**src/rtl/load_store_unit_if.sv**
```systemverilog
// Request/response and word-memory signals of the load/store unit.
interface load_store_unit_if;
    logic        req_valid;
    logic        req_ready;
    logic        req_we;
    logic [2:0]  req_funct3;
    logic [31:0] req_addr;
    logic [31:0] req_wdata;
    logic        resp_valid;
    logic [31:0] resp_rdata;
    logic        resp_misaligned;
    logic        resp_illegal;
    logic        mem_rw;
    logic [31:0] mem_addr;
    logic [31:0] mem_wdata;
    logic [31:0] mem_rdata;

    // The load/store unit itself.
    modport slave (
        input  req_valid, req_we, req_funct3, req_addr, req_wdata, mem_rdata,
        output req_ready, resp_valid, resp_rdata, resp_misaligned, resp_illegal,
        output mem_rw, mem_addr, mem_wdata
    );

    // The core plus word memory driving the unit.
    modport master (
        output req_valid, req_we, req_funct3, req_addr, req_wdata, mem_rdata,
        input  req_ready, resp_valid, resp_rdata, resp_misaligned, resp_illegal,
        input  mem_rw, mem_addr, mem_wdata
    );
endinterface

```
**src/rtl/load_store_unit.sv**
```systemverilog
// RV32I load/store unit: one request at a time, sub-word stores done as read-modify-write.
module load_store_unit (
    input  logic             clk,
    input  logic             rst_n,
    load_store_unit_if.slave bus
);
    typedef enum logic [1:0] {StIdle, StAccess, StWrite, StResp} state_e;

    localparam logic [2:0] F3B  = 3'b000;
    localparam logic [2:0] F3H  = 3'b001;
    localparam logic [2:0] F3W  = 3'b010;
    localparam logic [2:0] F3BU = 3'b100;
    localparam logic [2:0] F3HU = 3'b101;

    state_e      r_state, w_state_next;
    logic        r_we;
    logic [2:0]  r_funct3;
    logic [31:0] r_addr, r_wdata, r_merged, r_rdata;
    logic        r_misaligned, r_illegal;

    logic        w_accept, w_illegal, w_misaligned;
    logic [7:0]  w_byte;
    logic [15:0] w_half;
    logic [31:0] w_load_data, w_merged;

    // Classify the incoming request; illegal takes priority over misaligned.
    always_comb begin
        w_accept  = bus.req_valid && (r_state == StIdle);
        w_illegal = 1'b0;
        case (bus.req_funct3)
            3'b011, 3'b110, 3'b111: w_illegal = 1'b1;
            F3BU, F3HU:             w_illegal = bus.req_we;
            default:                w_illegal = 1'b0;
        endcase
        w_misaligned = ((bus.req_funct3[1:0] == 2'b01) && bus.req_addr[0]) ||
                       ((bus.req_funct3 == F3W) && (bus.req_addr[1:0] != 2'b00));
    end

    // Little-endian lane extraction and extension for loads.
    always_comb begin
        unique case (r_addr[1:0])
            2'd0: w_byte = bus.mem_rdata[7:0];
            2'd1: w_byte = bus.mem_rdata[15:8];
            2'd2: w_byte = bus.mem_rdata[23:16];
            2'd3: w_byte = bus.mem_rdata[31:24];
        endcase
        w_half = r_addr[1] ? bus.mem_rdata[31:16] : bus.mem_rdata[15:0];
        case (r_funct3)
            F3B:     w_load_data = {{24{w_byte[7]}}, w_byte};
            F3H:     w_load_data = {{16{w_half[15]}}, w_half};
            F3BU:    w_load_data = {24'h0, w_byte};
            F3HU:    w_load_data = {16'h0, w_half};
            default: w_load_data = bus.mem_rdata;
        endcase
    end

    // Merge store data into the fetched word for SB/SH.
    always_comb begin
        w_merged = bus.mem_rdata;
        if (r_funct3 == F3B) begin
            unique case (r_addr[1:0])
                2'd0: w_merged[7:0]   = r_wdata[7:0];
                2'd1: w_merged[15:8]  = r_wdata[7:0];
                2'd2: w_merged[23:16] = r_wdata[7:0];
                2'd3: w_merged[31:24] = r_wdata[7:0];
            endcase
        end else if (r_addr[1]) begin
            w_merged[31:16] = r_wdata[15:0];
        end else begin
            w_merged[15:0] = r_wdata[15:0];
        end
    end

    // Next-state logic.
    always_comb begin
        w_state_next = r_state;
        unique case (r_state)
            StIdle: begin
                if (w_accept) begin
                    w_state_next = (w_illegal || w_misaligned) ? StResp : StAccess;
                end
            end
            StAccess: w_state_next = (r_we && (r_funct3 != F3W)) ? StWrite : StResp;
            StWrite:  w_state_next = StResp;
            StResp:   w_state_next = StIdle;
        endcase
    end

    // State register.
    always_ff @(posedge clk or negedge rst_n) begin
        if (!rst_n) r_state <= StIdle;
        else        r_state <= w_state_next;
    end

    // Request latch, response fields and merged store word.
    always_ff @(posedge clk or negedge rst_n) begin
        if (!rst_n) begin
            r_we         <= 1'b0;
            r_funct3     <= 3'b000;
            r_addr       <= 32'h0;
            r_wdata      <= 32'h0;
            r_merged     <= 32'h0;
            r_rdata      <= 32'h0;
            r_misaligned <= 1'b0;
            r_illegal    <= 1'b0;
        end else if (w_accept) begin
            r_we         <= bus.req_we;
            r_funct3     <= bus.req_funct3;
            r_addr       <= bus.req_addr;
            r_wdata      <= bus.req_wdata;
            r_rdata      <= 32'h0;
            r_illegal    <= w_illegal;
            r_misaligned <= !w_illegal && w_misaligned;
        end else if (r_state == StAccess) begin
            r_merged <= w_merged;
            if (!r_we) r_rdata <= w_load_data;
        end
    end

    // Outputs decode from registered state only, so mem_rw never glitches on request inputs.
    always_comb begin
        bus.req_ready       = (r_state == StIdle);
        bus.resp_valid      = (r_state == StResp);
        bus.resp_rdata      = r_rdata;
        bus.resp_misaligned = r_misaligned;
        bus.resp_illegal    = r_illegal;
        bus.mem_rw          = 1'b0;
        bus.mem_addr        = 32'h0;
        bus.mem_wdata       = 32'h0;
        if (r_state == StAccess) begin
            bus.mem_addr = r_addr;
            if (r_we && (r_funct3 == F3W)) begin
                bus.mem_rw    = 1'b1;
                bus.mem_wdata = r_wdata;
            end
        end else if (r_state == StWrite) begin
            bus.mem_rw    = 1'b1;
            bus.mem_addr  = r_addr;
            bus.mem_wdata = r_merged;
        end
    end
endmodule

```
**src/flat_wrapper.sv**
```systemverilog
// flat-port wrapper written by rule: the top's interface ports become plain ports
module load_store_unit_flat 
  (clk, rst_n, bus_req_valid, bus_req_we, bus_req_funct3, bus_req_addr, bus_req_wdata, bus_mem_rdata, bus_req_ready, bus_resp_valid, bus_resp_rdata, bus_resp_misaligned, bus_resp_illegal, bus_mem_rw, bus_mem_addr, bus_mem_wdata);
  load_store_unit_if bus_i ();
  input  logic clk;
  input  logic rst_n;
  input wire logic [$bits(bus_i.req_valid)-1:0] bus_req_valid;
  input wire logic [$bits(bus_i.req_we)-1:0] bus_req_we;
  input wire logic [$bits(bus_i.req_funct3)-1:0] bus_req_funct3;
  input wire logic [$bits(bus_i.req_addr)-1:0] bus_req_addr;
  input wire logic [$bits(bus_i.req_wdata)-1:0] bus_req_wdata;
  input wire logic [$bits(bus_i.mem_rdata)-1:0] bus_mem_rdata;
  output wire logic [$bits(bus_i.req_ready)-1:0] bus_req_ready;
  output wire logic [$bits(bus_i.resp_valid)-1:0] bus_resp_valid;
  output wire logic [$bits(bus_i.resp_rdata)-1:0] bus_resp_rdata;
  output wire logic [$bits(bus_i.resp_misaligned)-1:0] bus_resp_misaligned;
  output wire logic [$bits(bus_i.resp_illegal)-1:0] bus_resp_illegal;
  output wire logic [$bits(bus_i.mem_rw)-1:0] bus_mem_rw;
  output wire logic [$bits(bus_i.mem_addr)-1:0] bus_mem_addr;
  output wire logic [$bits(bus_i.mem_wdata)-1:0] bus_mem_wdata;
  assign bus_i.req_valid = bus_req_valid;
  assign bus_i.req_we = bus_req_we;
  assign bus_i.req_funct3 = bus_req_funct3;
  assign bus_i.req_addr = bus_req_addr;
  assign bus_i.req_wdata = bus_req_wdata;
  assign bus_i.mem_rdata = bus_mem_rdata;
  assign bus_req_ready = bus_i.req_ready;
  assign bus_resp_valid = bus_i.resp_valid;
  assign bus_resp_rdata = bus_i.resp_rdata;
  assign bus_resp_misaligned = bus_i.resp_misaligned;
  assign bus_resp_illegal = bus_i.resp_illegal;
  assign bus_mem_rw = bus_i.mem_rw;
  assign bus_mem_addr = bus_i.mem_addr;
  assign bus_mem_wdata = bus_i.mem_wdata;
  load_store_unit u_core (.clk(clk), .rst_n(rst_n), .bus(bus_i));
endmodule
```
**config.mk**
```make
export PLATFORM = sky130hd
export DESIGN_NAME = load_store_unit_flat
export DESIGN_NICKNAME = d
export VERILOG_FILES = /design/src/rtl/load_store_unit_if.sv /design/src/rtl/load_store_unit.sv /design/src/flat_wrapper.sv
export SDC_FILE = /design/constraint.sdc
export NUM_CORES = 1
export LEC_CHECK = 0
export ABC_CLOCK_PERIOD_IN_PS = 2600
export CORE_MARGIN = 4
export CORE_UTILIZATION = 30
export DETAILED_ROUTE_END_ITERATION = 10
export GPL_TIMING_DRIVEN = 0
export PLACE_DENSITY = 0.55
export REMOVE_ABC_BUFFERS = 1
export SYNTH_ARGS = -nofsm -noshare
export SYNTH_HDL_FRONTEND = slang
export SYNTH_SLANG_ARGS = --single-unit
export TNS_END_PERCENT = 100
```
**constraint.sdc**
```tcl
create_clock -name clk -period 2.6 [get_ports clk]
set_clock_uncertainty 0.15 [all_clocks]
set_input_delay 0.52 -clock clk [delete_from_list [all_inputs] [get_ports clk]]
set_output_delay 0.52 -clock clk [all_outputs]
set_load 0.05 [all_outputs]
```
### Word level (Yosys, flattened, before mapping)

Index checks and enable logic that the tools add are counted.

* register bits: 136
* input port bits: 103
* output and inout bits: 101
* logic and storage cells: 74

* eq/ne operators: 20
* muxes and demuxes: 26
* bitwise operators: 1
* reductions and logical operators: 18

Operator list (number)
* 32-bit 2-to-1 mux: 9
* 32-bit case mux with 4 select lines: 1
* 16-bit 2-to-1 mux: 3
* 8-bit 2-to-1 mux: 4
* 8-bit case mux with 4 select lines: 1
* 3-bit == test, second input constant: 6
* 3-bit by 2-bit == test with 1-bit output, second input constant: 3
* 2-bit == test, second input constant: 4
* 2-bit case mux with 4 select lines: 1
* 2-bit by 1-bit == test with 1-bit output, second input constant: 3
* 1-bit logical AND: 6
* 2-bit logical NOT: 2
* 1-bit 2-to-1 mux: 4
* 2-bit 2-to-1 mux: 2
* 2-bit AND reduction: 2
* 2-bit nonzero test: 2
* 3-bit by 1-bit == test with 1-bit output, second input constant: 1
* 3-bit logical NOT: 1
* 3-bit by 2-bit != test with 1-bit output, second input constant: 1
* 3-bit OR reduction: 1
* 1-bit logical OR: 2
* 2-bit by 1-bit != test with 1-bit output, second input constant: 1
* 2-bit != test, second input constant: 1
* 1-bit case mux with 2 select lines: 1
* 3 further kinds: 3

### Logic depth before layout (Yosys ltp)

Gate-level depths: netlist of run 1.

* depth after elaboration: 7
* mapped depth: 8
* mapped depth without buffers: 6

### Least setup slack after synthesis of run 1

No wires, ideal clock.

* path type: register to output
* from: reg u_core.r_state[1]
* to: out bus_mem_wdata[10]
* arrival: 2.050 ns
* data required time: 1.930 ns
* slack: -0.120 ns
* cell stages (with the launch flop): 8
* cell sequence: dfrtp_1 -> inv_1 -> ha_1 -> buf_2 -> nand2_1 -> nor4b_2 -> clkbuf_1 -> a22o_1

* cells in the longest elaborated chain, start to end: 3
* elaborated cells on any way between the ends: 4
* those cells by class: 2 x eq/ne; 2 x mux

Ends and longest elaborated chain
* from (decl): line load_store_unit.sv:15 `state_e r_state, w_state_next;`
* from (signal assigned): line load_store_unit.sv:91 `if (!rst_n) r_state <= StIdle;`
* from (signal assigned): line load_store_unit.sv:92 `else r_state <= w_state_next;`
* 2-bit == test: line load_store_unit.sv:136 `end else if (r_state == StWrite) begin`
* 32-bit 2-to-1 mux: line load_store_unit.sv:136
* 32-bit 2-to-1 mux (*): line load_store_unit.sv:130 `if (r_state == StAccess) begin`
* to (decl): line flat_wrapper.sv:20 `output wire logic [$bits(bus_i.mem_wdata)-1:0] bus_mem_wdata;`

Mark *: on every way between the ends. The rest lies on a longest branch, timed or not.

### Worst setup path after layout of run 1

* from: reg u_core.r_state[1]
* to: out bus_mem_wdata[1]

The elaborated chain is that of the path after synthesis.

==> results.md, run 1 <==
- Run status: finished, violations left
- Failing checks: setup timing
- Layout area overhead: 60.3%
- Leak: 5.10 nW
- Sequential area share after synthesis: 0.498
- Synth warn: 0
- R2R Path End: u_core.bus.resp_rdata[17]
- Period utilization: 1.07
- Cell area after synthesis: 6830 sq um
- Worst setup margin: -189 ps
- Avg Inst Size Synth: 9.11 sq um
- Cell area power density: 1540 nW/um^2
- Setup violations, final: 53
- Post-synth EDFFs: 0
- Initial Util: 0.309
- First-pass DRT Iterations: 6
- Initial antenna violation count: 1
- Drt wl/cell: 21.2 um
- # diodes: 0
- Crit path required time: 1930 ps
- Final wirelength: 26800 um
- CTS tree: done
- Port bufs: 203
- Slew headroom: 0.294
- Num CTS Buffers: 17
- Largest net degree at the start of global routing: 82
- Worst hold endpoint: u_core.r_addr[7]
- Final Net Count: 1077
- # rows: 54
- Gr usage total: 0.195
- Total grt overflow: 0
- CP Launch Type: flip-flop
- Dpl cell area: 9210 sq um
- Worst-path clk slew: 60 ps
- Global-route wire length before repair: 38400 um
- Tot Pwr: 16.9 mW
- CP cell instances: inv_2 -> ha_4 -> nand2_4 -> nor4b_4 -> buf_6 -> buf_12 -> buf_12 -> a22o_1 -> buf_6
- Synth Instances: 750
- Sink Count: 136
- Detail Placement HPWL: 15900 um
- CP max stage cell: dfrtp_1
- RSZ-0062 raised after global routing: yes
- DRT iter0 DRCs: 412
- R2R Path Start: u_core.r_state[0]
- Fmax achieved: 0.359 GHz
- Post-route cell area: 11000 sq um
- Die span in y: 159 um
- FF-to-FF path depth: 9
- FF+latch area: 3410 sq um
- Core Region: 22100 sq um
- Crit-path max FO: 7
- Yosys cell types: 38
- Final Hold Fails: 0
- Die area: 25300 sq um
- Worst Setup End Kind: output pin
- Top_reg_cell synth: dfrtp_1
- Critical path class: reg2out
- Vias in the first global route: 6385
- Multi-input logic area: 3520 sq um
- Fin. max-slew vios: 0
- RePlAce Congestion: 0.744
- Filler cells: 2015
- Chip width: 159 um
- Hold crit path type: reg2reg
- Min cycle time layout: 2790 ps
- Worst-skew pair later-pin latency: 420 ps
- # DRC: 0
- H-tree depth: 4
- Crit path largest cell delay: 400 ps
- Critical Path AT: 2120 ps
- R2R Setup Slk: 40 ps
- Maximum vdd drop: 0.851 mV
- I/O Pins: 204
- #FFs+latches synth: 136
- Worst Tran Pin Value: 1060 ps
- Max Cap Viol: 0
- Vias per Instance: 5.03
- FFs w/ async S/R, synth: 1.00
- Clock buffer depth: 2
- Layout cells sized above 1: 0.236
- Worst hold start: u_core.r_addr[7]
- CTS Root Buffer Type: clkbuf_16
- Antenna viol nets, final: 0
- Hold path depth: 2
- Via count: 6347
## synthesized netlist by cell type, types with 5 or more instances
cell | instances | area share
o221ai_1 | 5 | 0.0064
a22o_1 | 34 | 0.044
nor2b_1 | 52 | 0.048
nand2_1 | 251 | 0.14
o21ai_0 | 12 | 0.0088
dfrtp_1 | 136 | 0.50
a221oi_1 | 7 | 0.0090
buf_2 | 7 | 0.0051
a31oi_1 | 16 | 0.015
a21o_1 | 10 | 0.011
a221o_1 | 16 | 0.023
nor2_1 | 32 | 0.018
mux2i_1 | 18 | 0.026
inv_1 | 14 | 0.0077
a21oi_1 | 22 | 0.016
clkbuf_1 | 41 | 0.023
a211oi_1 | 18 | 0.020
mux2_2 | 22 | 0.036
## worst max-delay path: cells and delay by family (launching register included)
| family | cells | cell delay, ps |
|---|---|---|
| flops | 1 | 400 |
| buf+inv | 5 | 670 |
| compound gates | 1 | 170 |
| simple gates | 2 | 280 |
| fa+ha+maj | 1 | 170 |
## power breakdown
part           switching (mW)  total (mW)  internal, mW
clock network           0.981        2.93          1.94
logic                    5.86        10.0          4.18
registers               0.837        3.90          3.06
total                    7.67        16.9          9.18
## area by class of cell
cell class,count,share of cell area
Clock buffer,19,0.0414
Clock inverter,12,0.0224
Inverter,14,0.00503
Multi-Input combinational cell,548,0.321
Sequential cell,136,0.312
Tap cell,280,0.0320
Timing Repair Buffer,253,0.267
## state kept, by name, summed over array words and instances, names as in the netlist
signal                      count
u_core.bus.resp_illegal         1
u_core.bus.resp_misaligned      1
u_core.bus.resp_rdata          32
u_core.r_addr                  32
u_core.r_funct3                 3
u_core.r_merged                32
u_core.r_state                  2
u_core.r_wdata                 32
u_core.r_we                     1
## worst max-delay path by stage
stage                       from                         to  slack (ps)
2_1_floorplan  u_core.r_state[1]           bus_mem_wdata[0]       -1980
3_3_place_gp               rst_n  u_core.bus.resp_rdata[31]       -5170
3_5_place_dp   u_core.r_state[1]           bus_mem_wdata[8]       -1360
4_1_cts        u_core.r_state[1]           bus_mem_wdata[6]        -210
5_1_grt        u_core.r_state[1]          bus_mem_wdata[11]        -260
6_report       u_core.r_state[1]           bus_mem_wdata[1]        -190
## cells by family (layout without fill, tap and decap cells)
family	count (synthesis)	count (layout)	share of synthesized area
multiplexers	41	41	0.0659
flip-flops	136	136	0.498
buffers and inverters	69	298	0.0414
adder cells (fa/ha/maj)	4	4	0.00732
AND/OR/NAND/NOR	350	353	0.219
AO/OA/AOI/OAI	150	150	0.168
## through the flow
| step | utilization | instances | setup WS [ps] | hold slack (ps) | setup TNS (ps) |
|---|---|---|---|---|---|
| CTS | 0.462 | 1244 | -214 | 320 | -4540 |
| global route | 0.496 | 1262 | -264 | 341 | -8880 |
| global placement | 0.407 | 1178 | -5170 | 299 | -1193450 |
| floorplan | - | 695 | -1980 | 74.4 | -165000 |
| detailed placement | 0.417 | 1187 | -1360 | 304 | -77820 |
| finish | 0.496 | 1262 | -189 | 320 | -4610 |
## per-layer routing
metal	vias to the layer above	GRT usage	routed length, um	part of all wire
li1	3007	-	-	-
met1	3113	0.251	11400	0.42
met2	207	0.318	13000	0.48
met3	18	0.0731	2130	0.080
met4	2	0.0410	314	0.012
met5	-	0	20	0.00075
## placed cells by master, fill, tap and decap left out, drive strengths merged, types with 3 or more instances in the layout
| cell | count |
|---|---|
| bufinv | 7 |
| nor2 | 33 |
| nand2b | 5 |
| nor2b | 52 |
| clkbuf | 24 |
| nor3 | 3 |
| and2 | 4 |
| clkinv | 3 |
| buf | 108 |
| a221o | 16 |
| o21ai | 12 |
| dfrtp | 136 |
| ha | 4 |
| inv | 15 |
| a31oi | 16 |
| o221ai | 5 |
| a21o | 10 |
| mux2 | 22 |
| mux2i | 18 |
| a211oi | 18 |
| a221oi | 7 |
| clkdlybuf4s50 | 135 |
| nand2 | 252 |
| a21oi | 24 |
| a22o | 34 |
## what timing repair did
action,4_1_cts,5_1_grt
setup buffers,20,11
endpoints found under the setup margin,88,97
pin swaps,21,19
hold buffers,1,0
endpoints found under the hold margin,55,0
gates resized for setup,419,185
gates cloned,5,8
Power figures use the tool's default switching activity.
==> run 2: changes to the inputs <==
--- a/config.mk
+++ b/config.mk
@@ -9,7 +9,7 @@
 export CORE_MARGIN = 4
 export CORE_UTILIZATION = 30
 export DETAILED_ROUTE_END_ITERATION = 10
-export GPL_TIMING_DRIVEN = 0
+export HOLD_SLACK_MARGIN = 0.15
 export PLACE_DENSITY = 0.55
 export REMOVE_ABC_BUFFERS = 1
 export SYNTH_ARGS = -nofsm -noshare
==> results.md, run 2 (synthesized netlist as in run 1, its figures left out) <==
- Initial antenna violation count: 1 (unchanged)
- Run status: finished, violations left (unchanged)
- RSZ-0062 raised after global routing: yes (unchanged)
- Layout area overhead: 62.2% (was 60.3%)
- Slew headroom: 0.437 (was 0.294)
- Cell area power density: 1500 nW/um^2 (was 1540 nW/um^2)
- Final Net Count: 1088 (was 1077)
- Critical path class: reg2out (unchanged)
- Critical Path AT: 2120 ps (about the same)
- Gr usage total: 0.191 (was 0.195)
- Buf+Inv Stages, Crit Path: 5 (unchanged)
- Worst Setup End Kind: output pin (unchanged)
- Net Sw Power: 7.45 mW (was 7.67 mW)
- Num CTS Buffers: 17 (unchanged)
- Most frequent cells in the layout: 249 x nand2_1, 135 x clkdlybuf4s50_1, 135 x dfrtp_1 (was 248 x nand2_1, 135 x clkdlybuf4s50_1, 133 x dfrtp_1)
- Failing checks: setup timing (unchanged)
- RePlAce Congestion: 0.839 (was 0.744)
- Die area: 25300 sq um (unchanged)
- Tot Pwr: 16.7 mW (was 16.9 mW)
- Max Cap Viol: 0 (unchanged)
- Clock buffer depth: 2 (unchanged)
- R2R Setup Slk: 250 ps (was 40 ps)
- Setup violations, final: 65 (was 53)
- Final wirelength: 25000 um (was 26800 um)
- Largest net degree at the start of global routing: 69 (was 82)
- CTS Root Buffer Type: clkbuf_16 (unchanged)
- Chip width: 159 um (unchanged)
- Core Region: 22100 sq um (unchanged)
- Fmax achieved: 0.358 GHz (was 0.359 GHz)
- Final hold slack: 315 ps (was 320 ps)
- FF-to-FF path depth: 8 (was 9)
- R2R Path End: u_core.r_state[0] (was u_core.bus.resp_rdata[17])
- Leak: 5.17 nW (was 5.10 nW)
- Min cycle time layout: 2790 ps (about the same)
- CP cell instances: inv_2 -> ha_4 -> nand2_4 -> nor4b_4 -> buf_6 -> buf_8 -> buf_16 -> a22o_1 -> buf_12 (was inv_2 -> ha_4 -> nand2_4 -> nor4b_4 -> buf_6 -> buf_12 -> buf_12 -> a22o_1 -> buf_6)
- Total grt overflow: 0 (unchanged)
- Period utilization: 1.07 (about the same)
- # DRC: 0 (unchanged)
- I/O Pins: 204 (unchanged)
- Antenna viol nets, final: 0 (unchanged)
- Setup crit start: u_core.r_state[1] (unchanged)
- # diodes: 0 (unchanged)
- Port bufs: 203 (unchanged)
- Reg power frac: 0.230 (was 0.231)
- Detail Placement HPWL: 16200 um (was 15900 um)
- Crit path largest cell delay: 400 ps (about the same)
- Fin. max-slew vios: 0 (unchanged)
- Die span in y: 159 um (unchanged)
- R2R Path Start: u_core.r_state[0] (unchanged)
- CP Launch Type: flip-flop (unchanged)
- Final Hold Fails: 0 (unchanged)
- Worst setup margin: -190 ps (was -189 ps)
- Sink Count: 136 (unchanged)
- Worst-skew pair later-pin latency: 420 ps (about the same)
- Drt wl/cell: 19.6 um (was 21.2 um)
- Crit path to: bus_mem_wdata[8] (was bus_mem_wdata[1])
- Crit-path max FO: 7 (unchanged)
- Worst Tran Pin Value: 845 ps (was 1060 ps)
- Crit path required time: 1930 ps (about the same)
- H-tree depth: 4 (unchanged)
- Hold crit path type: reg2reg (unchanged)
- Levels on crit path: 9 (unchanged)
- Via count: 6239 (was 6347)
- CP max stage cell: dfrtp_1 (unchanged)
- Pint: 9.21 mW (was 9.18 mW)
- Filler cells: 2015 (unchanged)
- Maximum vdd drop: 0.849 mV (was 0.851 mV)
- Vias per Instance: 4.90 (was 5.03)
- DRT iter0 DRCs: 335 (was 412)
- Place WS: -249 ps (was -1360 ps)
- Top delay family on crit path: buffers and inverters (unchanged)
- Final Util: 0.502 (was 0.496)
- CTS tree: done (unchanged)
- Clk pwr share: 0.170 (was 0.174)
- First-pass DRT Iterations: 5 (was 6)
- Switch share: 0.447 (was 0.455)
- Combinational share of power: 0.601 (was 0.595)
- Vias in the first global route: 6268 (was 6385)
- # rows: 54 (unchanged)
- Worst-path clk slew: 60 ps (about the same)
- Leading cell type in the layout, fill and taps excluded: nand2_1 (unchanged)
- Global-route wire length before repair: 37600 um (was 38400 um)
- Layout cells sized above 1: 0.253 (was 0.236)
- Initial Util: 0.309 (unchanged)
-- run 2: changes by cell type in the layout (fill, tap and decap cells not counted), moves of 12 or more --
cell | before | now
buf_12 | 10 | 42
nor2b_4 | 29 | 2
nor2b_2 | 3 | 29
buf_4 | 18 | 42
buf_6 | 62 | 38
a22o_1 | 34 | 16
a22o_4 | 0 | 18
buf_8 | 13 | 1
-- run 2: layout make-up --
class                   instances  area, sq um  area share
well taps                     280          350      0.0316
repair buffers                266         3130       0.282
inverters                      14         52.6     0.00474
clock inverters                11          216      0.0195
multi-input cells             546         3470       0.313
clock buffers                  21          460      0.0415
flip-flops and latches        136         3400       0.307
-- run 2: power by group through the flow --
stage | Combinational, mW | Clock [mW] | Sequential [mW]
final | 10.0 | 2.83 | 3.83
after global routing | 10.6 | 2.97 | 3.96
after CTS | 9.48 | 2.88 | 3.81
after detailed placement | 8.88 | 0 | 3.78
after global placement | 8.83 | 0 | 3.79
after floorplan | 4.71 | 0 | 4.19
-- run 2: worst min-delay path by stage --
stage	from	end	slack, ps	cells after the start
final	u_core.r_addr[12]	u_core.r_addr[12]	310	2
after global placement	u_core.r_addr[29]	u_core.r_addr[29]	300	2
after CTS	u_core.r_addr[6]	u_core.r_addr[6]	320	2
after global routing	u_core.r_addr[22]	u_core.r_addr[22]	330	2
after detailed placement	u_core.r_addr[25]	u_core.r_addr[25]	300	2
after floorplan	rst_n	u_core.bus.resp_illegal	70	0
-- run 2: stage by stage --
stage,cell area (sq um),TNS (ps),instances
floorplan,6600,-165000,695
global placement,9610,-3950,1213
detailed placement,9610,-3990,1213
CTS,10800,-4190,1263
global route,11100,-11160,1274
finish,11100,-5940,1274
-- run 2: per-layer routing --
metal	global-route usage	share of wire
met1	0.246	0.43
met2	0.302	0.46
met3	0.0785	0.087
met4	0.0458	0.020
met5	0	0.00052
-- run 2: repair_timing --
| item | CTS | global route |
|---|---|---|
| endpoints found under the hold margin | 54 | 0 |
| hold buffers | 1 | 0 |
| cloned | 4 | 3 |
| setup endpoints to repair | 62 | 82 |
| pin swaps | 17 | 3 |
| setup buffers | 14 | 9 |
| resized for setup | 60 | 44 |
-- run 2: tightest hold or removal path: stages, from the launching register on --
cell and delay (ps):
dfrtp_1 330, nand2_1 50, nand2_1 50
